$ cat src/rtl/mutidata_hs_rx.sv
// Destination endpoint of a 4-phase multi-bit CDC handshake, in the clk_o domain.
// Latency: req edge to out_vld is SYNC_STAGES+1 edges; ack follows acceptance by one edge.
// Backpressure: out_rdy low holds the word and out_vld indefinitely; ack waits for acceptance.
module mutidata_hs_rx #(
    parameter int DW          = 8,
    parameter int SYNC_STAGES = 2,
    parameter int CNT_W       = 16
) (
    input  logic             clk_o,
    input  logic             rst_o,
    input  logic             req_async,
    input  logic [DW-1:0]    din_async,
    input  logic             out_rdy,
    output logic             out_vld,
    output logic [DW-1:0]    dout,
    output logic             ack,
    output logic             busy,
    output logic [CNT_W-1:0] xfer_cnt
);

    typedef enum logic [1:0] {
        IDLE = 2'd0,
        HOLD = 2'd1,
        ACK  = 2'd2
    } state_t;

    state_t               state;
    logic [SYNC_STAGES-1:0] sync_q;
    logic                 req_s;

    // Level synchroniser for the source request; only the last stage is used.
    always_ff @(posedge clk_o or posedge rst_o) begin
        if (rst_o) begin
            sync_q <= '0;
        end else begin
            sync_q <= {sync_q[SYNC_STAGES-2:0], req_async};
        end
    end

    assign req_s = sync_q[SYNC_STAGES-1];

    // Handshake FSM. din_async is sampled only once req_s is seen high, at which
    // point the source guarantees it has been stable for several clk_o cycles.
    // busy is kept as its own flop so the output has no decode logic after it.
    always_ff @(posedge clk_o or posedge rst_o) begin
        if (rst_o) begin
            state    <= IDLE;
            out_vld  <= 1'b0;
            dout     <= '0;
            ack      <= 1'b0;
            busy     <= 1'b0;
            xfer_cnt <= '0;
        end else begin
            case (state)
                IDLE: begin
                    ack <= 1'b0;
                    if (req_s) begin
                        dout    <= din_async;
                        out_vld <= 1'b1;
                        busy    <= 1'b1;
                        state   <= HOLD;
                    end
                end
                HOLD: begin
                    // req_s dropping here is a source protocol error; the word is
                    // still delivered and ACK then exits on the next edge.
                    if (out_rdy) begin
                        out_vld  <= 1'b0;
                        ack      <= 1'b1;
                        xfer_cnt <= xfer_cnt + {{(CNT_W-1){1'b0}}, 1'b1};
                        state    <= ACK;
                    end
                end
                ACK: begin
                    // A request still high here belongs to the word just delivered.
                    if (!req_s) begin
                        ack   <= 1'b0;
                        busy  <= 1'b0;
                        state <= IDLE;
                    end
                end
                default: begin
                    out_vld <= 1'b0;
                    ack     <= 1'b0;
                    busy    <= 1'b0;
                    state   <= IDLE;
                end
            endcase
        end
    end

endmodule
$ cat config.mk
export PLATFORM = sky130hd
export DESIGN_NAME = mutidata_hs_rx
export DESIGN_NICKNAME = d
export VERILOG_FILES = /design/src/rtl/mutidata_hs_rx.sv
export SDC_FILE = /design/constraint.sdc
export NUM_CORES = 1
export LEC_CHECK = 0
export ABC_CLOCK_PERIOD_IN_PS = 2100
export BUFFER_PORTS_ARGS = -buffer_cell sky130_fd_sc_hd__clkbuf_2
export CAP_MARGIN = 40
export CORE_UTILIZATION = 46
export CTS_BUF_LIST = sky130_fd_sc_hd__clkbuf_4 sky130_fd_sc_hd__clkbuf_8 sky130_fd_sc_hd__clkbuf_16
export DETAILED_ROUTE_END_ITERATION = 7
export PLACE_DENSITY = 0.74
export SLEW_MARGIN = 5
export SYNTH_ARGS = -nofsm -noshare
export SYNTH_HDL_FRONTEND = slang
export SYNTH_SLANG_ARGS = --single-unit
$ cat constraint.sdc
create_clock -name clk_o -period 2.1 [get_ports clk_o]
set_clock_uncertainty 0.1 [all_clocks]
set_input_delay 0.105 -clock clk_o [delete_from_list [all_inputs] [get_ports clk_o]]
set_output_delay 0.105 -clock clk_o [all_outputs]
set_load 0.01 [all_outputs]
[Word level (Yosys, flattened, before mapping)]
Index checks and enable logic that the tools add are counted.
Word-level totals
  register bits after elaboration: 31
  latch bits: 0
  bits in writable memories: 0
  ROM bits: 0
  bits of input ports: 12
  output and inout bits: 27
  logic and storage cells: 33
  memories kept: 0
Cells by class
  add/sub/neg operators: 1
  multipliers: 0
  divide/modulo/power cells: 0
  magnitude comparators: 0
  equality and inequality tests: 5
  shift-type cells: 0
  mux-type cells: 11
  bitwise gates (word level): 2
  reduce and logical (&&, ||, !) cells: 7
Operator list (count)
  $add 16x1->16 const B: 1
  $reduce_and 3->1: 3
  $mux 2: 3
  $ne 2x2->1 const B: 3
  $pmux 1 s3: 2
  $pmux 2 s3: 1
  $reduce_and 2->1: 3
  $mux 1: 4
  $eq 2x1->1 const B: 1
  $eq 2x2->1 const B: 1
  $logic_not 2->1: 1
  $not 1->1: 2
  $pmux 1 s2: 1

[Longest topological paths before layout]
Gate-level depths: netlist of the first run.
  depth after elaboration: 3
  gate-level depth with buffers: 5
  gate-level depth less buffers: 5

[Worst setup path after synthesis of the first run]
No wires, ideal clock.
  path type: flip-flop to flip-flop
  start point: register state[0]
  end point: register dout[0]
  library setup time: 125 ps
  arrival time: 1274 ps
  data required time: 1875 ps
  setup slack: 601 ps
  stages on the path, launching flop included: 6
  path buffers: 1
  period minus slack after synthesis: 1499 ps
  cells stage by stage: dfrtp_1 > clkbuf_2 > inv_1 > nand2_1 > nor2_2 > mux2_2
Between the ends
  longest elaborated chain between the ends: 2
Ends and longest elaborated chain
  start: declaration: line 27  | state_t state;
  start signal: assignment: line 47  | state <= IDLE;
  start signal: assignment: line 61  | state <= HOLD;
  start signal: assignment: line 71  | state <= ACK;
  $logic_not 2->1: line 54  | case (state)
  $reduce_and 2->1 (no line)
  end signal: assignment: line 58  | dout <= din_async;
  end: declaration: line 15  | output logic [DW-1:0] dout,
No other way between the ends.
A chain may end at the register's enable or synchronous reset.

[Final worst setup path of the first run]
  start point: register state[0]
  end point: register dout[2]
Same word-level chain as after synthesis.

==> reports/summary.txt, run 1 <==
Reg2Reg Setup Slack: 0.43 ns
Grt total ovfl: 0
Post-route setup TNS: 0 ns
Mapped Cells: 102
Clk buf depth: 2
Maximum vdd drop: 0.9266 mV
Fin Hold WS: 0.2558 ns
Sw Share: 33.77%
Worst path slowest cell: dfrtp_1
CTS sink cnt: 31
#FFs+latches synth: 31
Internal power: 0.001358 W
TritonCTS clock tree: done
Logic pwr share: 29.9%
First-pass detailed-route iteration total: 4
WL/cell: 13.61 um
Iter 0 DRT Violations: 6
Initial antenna violation count: 0
Worst min path class: primary input to asynchronous set/reset pin
Crit-path max FO: 8
Postcts setup bufs: 0
TritonCTS Buffers: 5
Leak Pwr: 0.8885 nW
Max Cap Violations: 0
Port bufs: 38
Ant. Diodes: 0
Post-CTS Hold Buffers: 11
Global-route wire length before repair: 4.098 mm
GRT Total Usage: 20.17%
Pre-CTS setup slack: 0.4452 ns
Psw: 0.0006927 W
Final WS setup: 0.4291 ns
Yosys warns: 0
Synth top area share: 60.02%
RSZ-0062 raised after global routing: no
Vias in the first global route: 958
Syn Nets: 115
Wirelength, routed: 2.558 mm
Largest net degree at the start of global routing: 32
Clock latency on the worst-skew pair: 0.33 ns
DR vias: 941
Layout area overhead: 32.14%
DRT antenna net count: 0
Largest area contributor in the netlist: dfrtp_1
Final period util: 79.57%
Worst Tran Pin Value: 0.4094 ns
Final hold violation count: 0
Post-synthesis sequential area ratio: 60.02%
Tmin final: 1.671 ns
Clk pwr share: 23.8%
Status: completed
Unique masters post-synth: 23
Mapped cell area: 0.001292 sq mm
Part of the power in registers: 46.3%
WS Path Type: flop to flop
Critical Path AT: 1.80 ns
DP HPWL: 1.687 mm
CP delay by family, top: flip-flops
Clk slew on worst S/H paths: 0.10 ns
Die Area: 0.003026 sq mm
Core area: 0.002567 sq mm
Die height: 55.01 um
PostCTS Resize Cnt: 0
Final Max Slew Viols: 0
WP buf/inv: 1
# setup viols final: 0
Residual DRC: 0
Filler Cells Inserted: 202
Syn avg cell area: 12.67 sq um
Relative slew slack: 72.68%
Std cell rows: 18
PwrDens: 1201 mW/mm^2
Worst Setup Start Kind: flop
Die Wd: 55.01 um
Clk root buf: clkbuf_4
Vias/cell: 5.005
I/O pins: 39
H-tree levels: 2
GP Congestion: 0.7245
Worst Path Required: 2.23 ns
Layout cell share with drive strength beyond 1: 37.97%
Starting Density: 50.34%
Synth top area cells: dfrtp_1 (60%), mux2_2 (7.8%), xnor2_1 (6.1%), xor2_1 (4.1%), nand3_1 (3.1%)
Max incr delay on CP: 0.50 ns
Nature of the critical path endpoint: flop
Crit path cell chain: inv_1 > nand2_1 > nor2_2 > mux2_2
Nets: 170
FMAX: 598.5 MHz
cells by family (layout without fill, tap and decap cells):
group / Yosys count / in the layout / synth area share, %
DFF: 31 / 31 / 60.02
adders and majority gates: 1 / 1 / 0.9679
buffers and inverters: 6 / 62 / 2.419
muxes: 9 / 9 / 7.841
AOI/OAI and AO/OA: 7 / 7 / 3.389
and+or+nand+nor: 33 / 33 / 15.20
xor gates and xnor gates: 15 / 15 / 10.16
metal layers:
| layer | wire length, um | track usage [%] | vias to the layer above |
|---|---|---|---|
| met5 | 0 | 0 | - |
| met3 | 137 | 6.284 | 7 |
| li1 | - | - | 459 |
| met2 | 1315 | 35.74 | 35 |
| met1 | 1055 | 21.45 | 440 |
| met4 | 50 | 10.00 | 0 |
path summary, 6_finish.rpt:
path | startpoint | to | cells past startpoint
max | state[0] | dout[2] | 4
max reg2reg | state[0] | dout[2] | 4
min in group clk_o | sync_q[0] | sync_q[1] | 0
min reg2reg | sync_q[0] | sync_q[1] | 0
max in group asynchronous | rst_o | busy | 4
min | rst_o | dout[2] | 4
power by group through the flow:
stage,combinational [W],clock (W),sequential [W]
after floorplan,0.000350,0,0.000977
after global placement,0.000568,0,0.000948
after detailed placement,0.000592,0,0.000961
after CTS,0.000611,0.000497,0.000951
after global routing,0.000674,0.000521,0.000979
final,0.000612,0.000488,0.000951
layout by cell type (no fill, tap or decap), types with 2 or more instances in the layout:
cell           Yosys  final
xnor2_1            9      9
nand3_1            8      8
nand4_1            3      3
dlygate4sd3_1      0     11
a21oi_1            2      2
clkbuf_2           1     38
inv_1              4      4
nor2_1             5      5
nand2_1            7      7
and3_1             5      5
dfrtp_1           31     31
mux2_2             9      9
o21ai_0            2      2
xor2_1             6      6
clkbuf_4           0      5
synth_stat cells:
cell type	number
dfrtp_1	31
mux2_2	9
xnor2_1	9
nand3_1	8
nand2_1	7
xor2_1	6
and3_1	5
nor2_1	5
inv_1	4
nand4_1	3
a21oi_1	2
o21ai_0	2
a211oi_1	1
a22oi_1	1
buf_6	1
clkbuf_2	1
ha_1	1
nand4b_4	1
nor2_2	1
nor3_1	1
nor3_2	1
nor3_4	1
o32ai_1	1
tightest hold or removal path: stages:
cell           delay [ns]
dlygate4sd3_1        0.53
clkbuf_2             0.10
inv_1                0.04
buf_4                0.34
state kept, by name, summed over array words and instances, names as in the netlist:
| name | flops |
|---|---|
| busy | 1 |
| xfer_cnt | 16 |
| ack | 1 |
| state | 2 |
| dout | 8 |
| out_vld | 1 |
| sync_q | 2 |
final cells by class:
class                           count  area, sq um  area share, %
Sequential cell                    31        775.7          45.42
Clock buffer                        6        51.30          3.004
Tap cell                           30        37.54          2.198
Inverter                            4        15.01         0.8791
Timing Repair Buffer               50        307.8          18.02
Clock inverter                      2        35.03          2.051
Multi-Input combinational cell     65        485.5          28.42
metrics by stage:
step / cell area (sq um) / cells / utilization, % / power, W
after CTS: 1708 / 188 / 66.52 / 0.002059
after global placement: 1511 / 169 / 58.87 / 0.001516
after global routing: 1708 / 188 / 66.52 / 0.002174
after detailed placement: 1511 / 169 / 58.87 / 0.001553
final: 1708 / 188 / 66.52 / 0.002051
after floorplan: 1292 / 102 / - / 0.001327
(Power assumes the default switching activity.)
==> run 2, diff against run 1 <==
--- a/config.mk
+++ b/config.mk
@@ -5,13 +5,14 @@
 export SDC_FILE = /design/constraint.sdc
 export NUM_CORES = 1
 export LEC_CHECK = 0
-export ABC_CLOCK_PERIOD_IN_PS = 2100
+export ABC_AREA = 1
+export ABC_CLOCK_PERIOD_IN_PS = 1600
 export BUFFER_PORTS_ARGS = -buffer_cell sky130_fd_sc_hd__clkbuf_2
 export CAP_MARGIN = 40
 export CORE_UTILIZATION = 46
 export CTS_BUF_LIST = sky130_fd_sc_hd__clkbuf_4 sky130_fd_sc_hd__clkbuf_8 sky130_fd_sc_hd__clkbuf_16
 export DETAILED_ROUTE_END_ITERATION = 7
-export PLACE_DENSITY = 0.74
+export PLACE_DENSITY = 0.73
 export SLEW_MARGIN = 5
 export SYNTH_ARGS = -nofsm -noshare
 export SYNTH_HDL_FRONTEND = slang
==> constraint.sdc (replaced) <==
create_clock -name clk_o -period 1.6 [get_ports clk_o]
set_clock_uncertainty 0.1 [all_clocks]
set_input_delay 0.08 -clock clk_o [delete_from_list [all_inputs] [get_ports clk_o]]
set_output_delay 0.08 -clock clk_o [all_outputs]
set_load 0.01 [all_outputs]
==> run 2 against run 1 <==
The flow now finishes with violations (DRC). Worst setup slack got worse by 0.25 ns. Die area rose by 7.0%. Utilization fell by 2.2 points. Synthesized cell count rose by 48%. Register-to-register slack got worse by 0.25 ns. Via count rose by 25%. Routed wire length rose by 8.6%. Critical endpoint unchanged. Highest routed layer unchanged.
==> reports/summary.txt, run 2 <==
Max Cap Violations: 0
Largest Register: xfer_cnt
Die Area: 0.003237 sq mm
Iter 0 DRT Violations: 85
Grt total ovfl: 0
FFs w/ async S/R, synth: 100.0%
First-pass detailed-route iteration total: 8
Crit-path max FO: 11
Tmin final: 1.416 ns
Synth top area share: 55.96%
Top FF cell, synth: dfrtp_1
Nature of the critical path endpoint: flop
PostCTS Resize Cnt: 0
Layout cell share with drive strength beyond 1: 27.05%
RSZ-0062 raised after global routing: no
Max incr delay on CP: 0.46 ns
Final Max Slew Viols: 0
Residual DRC: 10
Reg2Reg Setup Slack: 0.18 ns
Syn Nets: 164
Starting Density: 49.42%
Worst path slowest cell: dfrtp_1
Largest area contributor in the netlist: dfrtp_1
Layout area overhead: 30.05%
Global-route wire length before repair: 4.981 mm
Post-route setup TNS: 0 ns
Critical Path Stages: 5
Vias/cell: 4.937
Synth top area cells: dfrtp_1 (56%), nand2_1 (11%), nand3_1 (5.8%), xnor2_1 (5.7%), nor2_1 (3.8%)
Clk root buf: clkbuf_4
Largest regs: xfer_cnt x16, dout x8
Number of flip-flops in the largest register: 16
WP buf/inv: 1
Commonest non-fill, non-tap cell in the layout: nand2_1
#FFs+latches synth: 31
Worst Path Required: 1.72 ns
Critical Path AT: 1.53 ns
Mapped cell area: 0.001386 sq mm
Most frequent cells in the layout: nand2_1 (42), clkbuf_2 (38), dfrtp_1 (31)
Relative slew slack: 74.81%
Crit path cell chain: or2_1 > inv_2 > nand2_2 > nand2_1 > nand2_1
Worst min path class: primary input to asynchronous set/reset pin
Syn avg cell area: 9.181 sq um
Crit-path most repeated cell: nand2_1
Nets: 219
GRT Total Usage: 20.35%
Clk buf depth: 2
Number of synthesized flops with an enable pin: 0
Violated checks: DRC
Std cell rows: 19
Postcts setup bufs: 0
Final hold violation count: 0
TritonCTS clock tree: done
R2R cell count: 5
PwrDens: 1457 mW/mm^2
WL/cell: 11.67 um
CTS sink cnt: 31
Synth top cells by count: nand2_1 (42), dfrtp_1 (31), nand3_1 (16)
Maximum vdd drop: 0.6859 mV
Yosys warns: 0
WS Path Type: flop to flop
CP delay by family, top: simple AND/OR/NAND/NOR gates
TritonCTS Buffers: 5
# setup viols final: 0
Mapped Cells: 151
Initial antenna violation count: 0
I/O pins: 39
Clock latency on the worst-skew pair: 0.33 ns
Wirelength, routed: 2.777 mm
H-tree levels: 2
Vias in the first global route: 1174
GP Congestion: 0.8172
DR vias: 1175
Worst Tran Pin Value: 0.3779 ns
FMAX: 706.2 MHz
Clk slew on worst S/H paths: 0.10 ns
Die height: 56.90 um
Fin area: 0.001803 sq mm
DP HPWL: 1.990 mm
Status: complete, but fails checks
Ant. Diodes: 0
Post-synthesis sequential area ratio: 55.96%
Final period util: 88.50%
Port bufs: 38
Core area: 0.002805 sq mm
Leak Pwr: 0.9343 nW
Die Wd: 56.90 um
DRT antenna net count: 0
Unique masters post-synth: 20
Worst Setup Start Kind: flop
Largest net degree at the start of global routing: 32
Top-count cell post-synth: nand2_1
Dpl cell area: 0.001607 sq mm
run 2: cell types whose count changed after synthesis, moves of 5 or more:
cell | previous run | this run
nand2_1 | 7 | 42
nor2_1 | 5 | 14
inv_1 | 4 | 12
mux2_2 | 9 | 1
nand3_1 | 8 | 16
and3_1 | 5 | 0
run 2: worst register-to-register path, cell delays in order, from the launching register on:
cell	delay [ns]
dfrtp_1	0.46
or2_1	0.29
inv_2	0.14
nand2_2	0.16
nand2_1	0.10
nand2_1	0.05
run 2: path summary, 6_finish.rpt:
| kind | start | endpoint |
|---|---|---|
| setup / recovery | state[0] | dout[2] |
| min in group clk_o | sync_q[0] | sync_q[1] |
| hold reg to reg | sync_q[0] | sync_q[1] |
| max in group asynchronous | rst_o | xfer_cnt[7] |
| setup reg to reg | state[0] | dout[2] |
| hold / removal | rst_o | state[1] |
run 2: report_power, final:
part	switching, W	internal, W
clock	0.000265	0.000369
combinational	0.000477	0.000333
sequential	0.000177	0.00101
run 2: cell families after synthesis:
kind of cell | after synthesis | share of synthesized area, %
compound gates | 4 | 1.444
mux | 1 | 0.8122
fa+ha+maj | 1 | 0.9024
buf+inv | 15 | 4.692
xor+xnor | 11 | 6.950
simple gates | 88 | 29.24
flops | 31 | 55.96
run 2: layout make-up:
cell class / instances / area [sq um]
Fill cell: 231 / 1002
Sequential cell: 31 / 775.7
Multi-Input combinational cell: 105 / 545.5
Timing Repair Buffer: 50 / 307.8
Clock buffer: 6 / 51.30
Inverter: 13 / 48.80
Tap cell: 31 / 38.79
Clock inverter: 2 / 35.03
run 2: repair_timing:
action | CTS | global route
endpoints found under the hold margin | 42 | 0
endpoints found under the setup margin | 0 | 0
hold buffers | 11 | 0
run 2: stage by stage:
stage	utilization (%)	power, W	cells	worst slack [ns]	hold slack [ns]
final	64.27	0.002627	238	0.1840	0.2421
after global routing	64.27	0.002838	238	0.05331	0.2644
after CTS	64.27	0.002656	238	0.1818	0.2414
after detailed placement	57.27	0.001994	219	0.2085	0.06151
after global placement	57.27	0.001956	219	0.2175	0.05009
after floorplan	-	0.001693	151	0.2557	0.01143
run 2: layer usage:
| metal | vias up | GRT usage, % | part of all wire, % |
|---|---|---|---|
| li1 | 591 | - | - |
| met1 | 535 | 24.02 | 44 |
| met2 | 42 | 33.95 | 48 |
| met3 | 7 | 6.452 | 6.5 |
| met4 | 0 | 8.711 | 1.5 |
| met5 | - | 0 | 0 |
==> run 3, diff against run 2 <==
==> constraint.sdc (replaced) <==
create_clock -name clk_o -period 1.6 [get_ports clk_o]
set_clock_uncertainty 0.1 [all_clocks]
set_input_delay 0.16 -clock clk_o [delete_from_list [all_inputs] [get_ports clk_o]]
set_output_delay 0.16 -clock clk_o [all_outputs]
set_load 0.01 [all_outputs]
==> run 3 against run 2 <==
The run still ends with DRC left. Non-clock buffer count fell by 1. Total power down 0.10%. Sequential share of layout area rose by 0.24 points. Sequential cell count unchanged. Global-route usage about the same.
==> reports/summary.txt, run 3 (synthesis gave the netlist of run 2 again) <==
WL/cell: 11.68 um
Part of the power in registers: 45.0%
PostCTS Resize Cnt: 0
Post-route setup TNS: 0 ns
Starting Density: 49.42%
Worst Path Required: 1.72 ns
Hold path endpoint: state[0]
WS Path Type: flop to flop
First element of the critical path: state[0]
TritonCTS clock tree: done
I/O pins: 39
Layout cell share with drive strength beyond 1: 27.18%
Clk pwr share: 24.2%
Final Max Slew Viols: 0
Number of flip-flops in the largest register: 16
Grt total ovfl: 0
Vias/cell: 4.966
Hold Path Origin: out_rdy
Reg2Reg Setup Slack: 0.18 ns
Largest Register: xfer_cnt
Fin area: 0.001793 sq mm
R2R cell count: 5
Internal power: 0.001707 W
GP Congestion: 0.8172
Clock latency on the worst-skew pair: 0.33 ns
Largest net degree at the start of global routing: 32
Clk root buf: clkbuf_4
Std cell rows: 19
Layout area overhead: 29.33%
Final period util: 88.46%
Leak Pwr: 0.9301 nW
TritonCTS Buffers: 5
Tmin final: 1.415 ns
DP HPWL: 1.990 mm
Relative slew slack: 74.77%
Nature of the critical path endpoint: flop
Residual DRC: 10
Clk buf depth: 2
Initial antenna violation count: 0
Worst Setup Start Kind: flop
Clk slew on worst S/H paths: 0.10 ns
Port bufs: 38
Worst hold stages: 2
Worst min path class: primary input to flop
Ant. Diodes: 0
Fin Hold WS: 0.02008 ns
Commonest non-fill, non-tap cell in the layout: nand2_1
Crit-path max FO: 11
Sw Share: 34.96%
Most frequent cells in the layout: nand2_1 (42), clkbuf_2 (38), dfrtp_1 (31)
Final hold violation count: 0
Die height: 56.90 um
Highest routed layer: met4
Die Area: 0.003237 sq mm
GRT Total Usage: 20.30%
DRT antenna net count: 0
H-tree levels: 2
Maximum vdd drop: 0.6857 mV
Vias in the first global route: 1171
Logic pwr share: 30.8%
Nets: 218
Met2 wire length: 1.320 mm
First-pass detailed-route iteration total: 6
Global-route wire length before repair: 4.968 mm
CTS sink cnt: 31
Wirelength, routed: 2.769 mm
Dpl cell area: 0.001607 sq mm
Met3 WL post-DR: 185 um
Post-Layout Cell Count: 237
Critical Path AT: 1.53 ns
Max Cap Violations: 0
Largest regs: xfer_cnt x16, dout x8
Worst Tran Pin Value: 0.3785 ns
Psw: 0.0009173 W
Violated checks: DRC
FF-to-FF End: dout[2]
R2r startpoint: state[0]
Status: complete, but fails checks
Die Wd: 56.90 um
Routed metal-1 wirelength: 1.220 mm
Cells after DPL: 219
Core area: 0.002805 sq mm
# setup viols final: 0
PwrDens: 1463 mW/mm^2
Iter 0 DRT Violations: 74
FMAX: 706.5 MHz
RSZ-0062 raised after global routing: no
DR vias: 1177
==> run 3: changes by cell type in the layout (fill, tap and decap cells not counted) <==
cell	previous run	this run
dlygate4sd3_1	11	10
==> run 3: worst max-delay path by stage <==
stage / slack, ns / endpoint / cells past startpoint
final: 0.18 / dout[2] / 5
after global routing: 0.05 / xfer_cnt[8] / 5
after CTS: 0.18 / xfer_cnt[8] / 5
after detailed placement: 0.21 / xfer_cnt[13] / 6
after global placement: 0.22 / xfer_cnt[8] / 5
after floorplan: 0.26 / xfer_cnt[10] / 5
==> run 3: critical path, stage by stage, from the launching register on <==
cell     delay [ns]
dfrtp_1        0.46
or2_1          0.29
inv_2          0.14
nand2_2        0.16
nand2_1        0.10
nand2_1        0.06
==> run 3: area by class of cell <==
class / count / area, sq um
fillers: 232 / 1012
flip-flops and latches: 31 / 775.7
multi-input cells: 105 / 545.5
repair buffers: 49 / 297.8
clock buffers: 6 / 51.30
inverters: 13 / 48.80
well taps: 31 / 38.79
clock inverters: 2 / 35.03
==> run 3: power groups by stage <==
stage / Combinational [W] / Sequential (W) / Clock, W
after global placement: 0.000776 / 0.00118 / 0
after floorplan: 0.000428 / 0.00127 / 0
after global routing: 0.000927 / 0.00122 / 0.000694
after CTS: 0.000814 / 0.00119 / 0.000654
after detailed placement: 0.000791 / 0.00120 / 0
final: 0.000808 / 0.00118 / 0.000634
==> run 3: what timing repair did <==
action / in CTS / in global routing
hold buffers: 10 / 0
endpoints found under the hold margin: 40 / 0
setup buffers: 0 / 0
==> run 3: metrics by stage <==
stage / utilization, % / setup WS [ns] / power, W
final: 63.92 / 0.1846 / 0.002624
after global routing: 63.92 / 0.05331 / 0.002836
after CTS: 63.92 / 0.1818 / 0.002654
after detailed placement: 57.27 / 0.2085 / 0.001994
after global placement: 57.27 / 0.2175 / 0.001956
after floorplan: - / 0.2557 / 0.001693
==> run 3: layer usage <==
layer | track usage, % | up-vias
li1 | - | 589
met1 | 23.87 | 538
met2 | 33.95 | 44
met3 | 6.452 | 6
met4 | 8.711 | 0
met5 | 0 | -
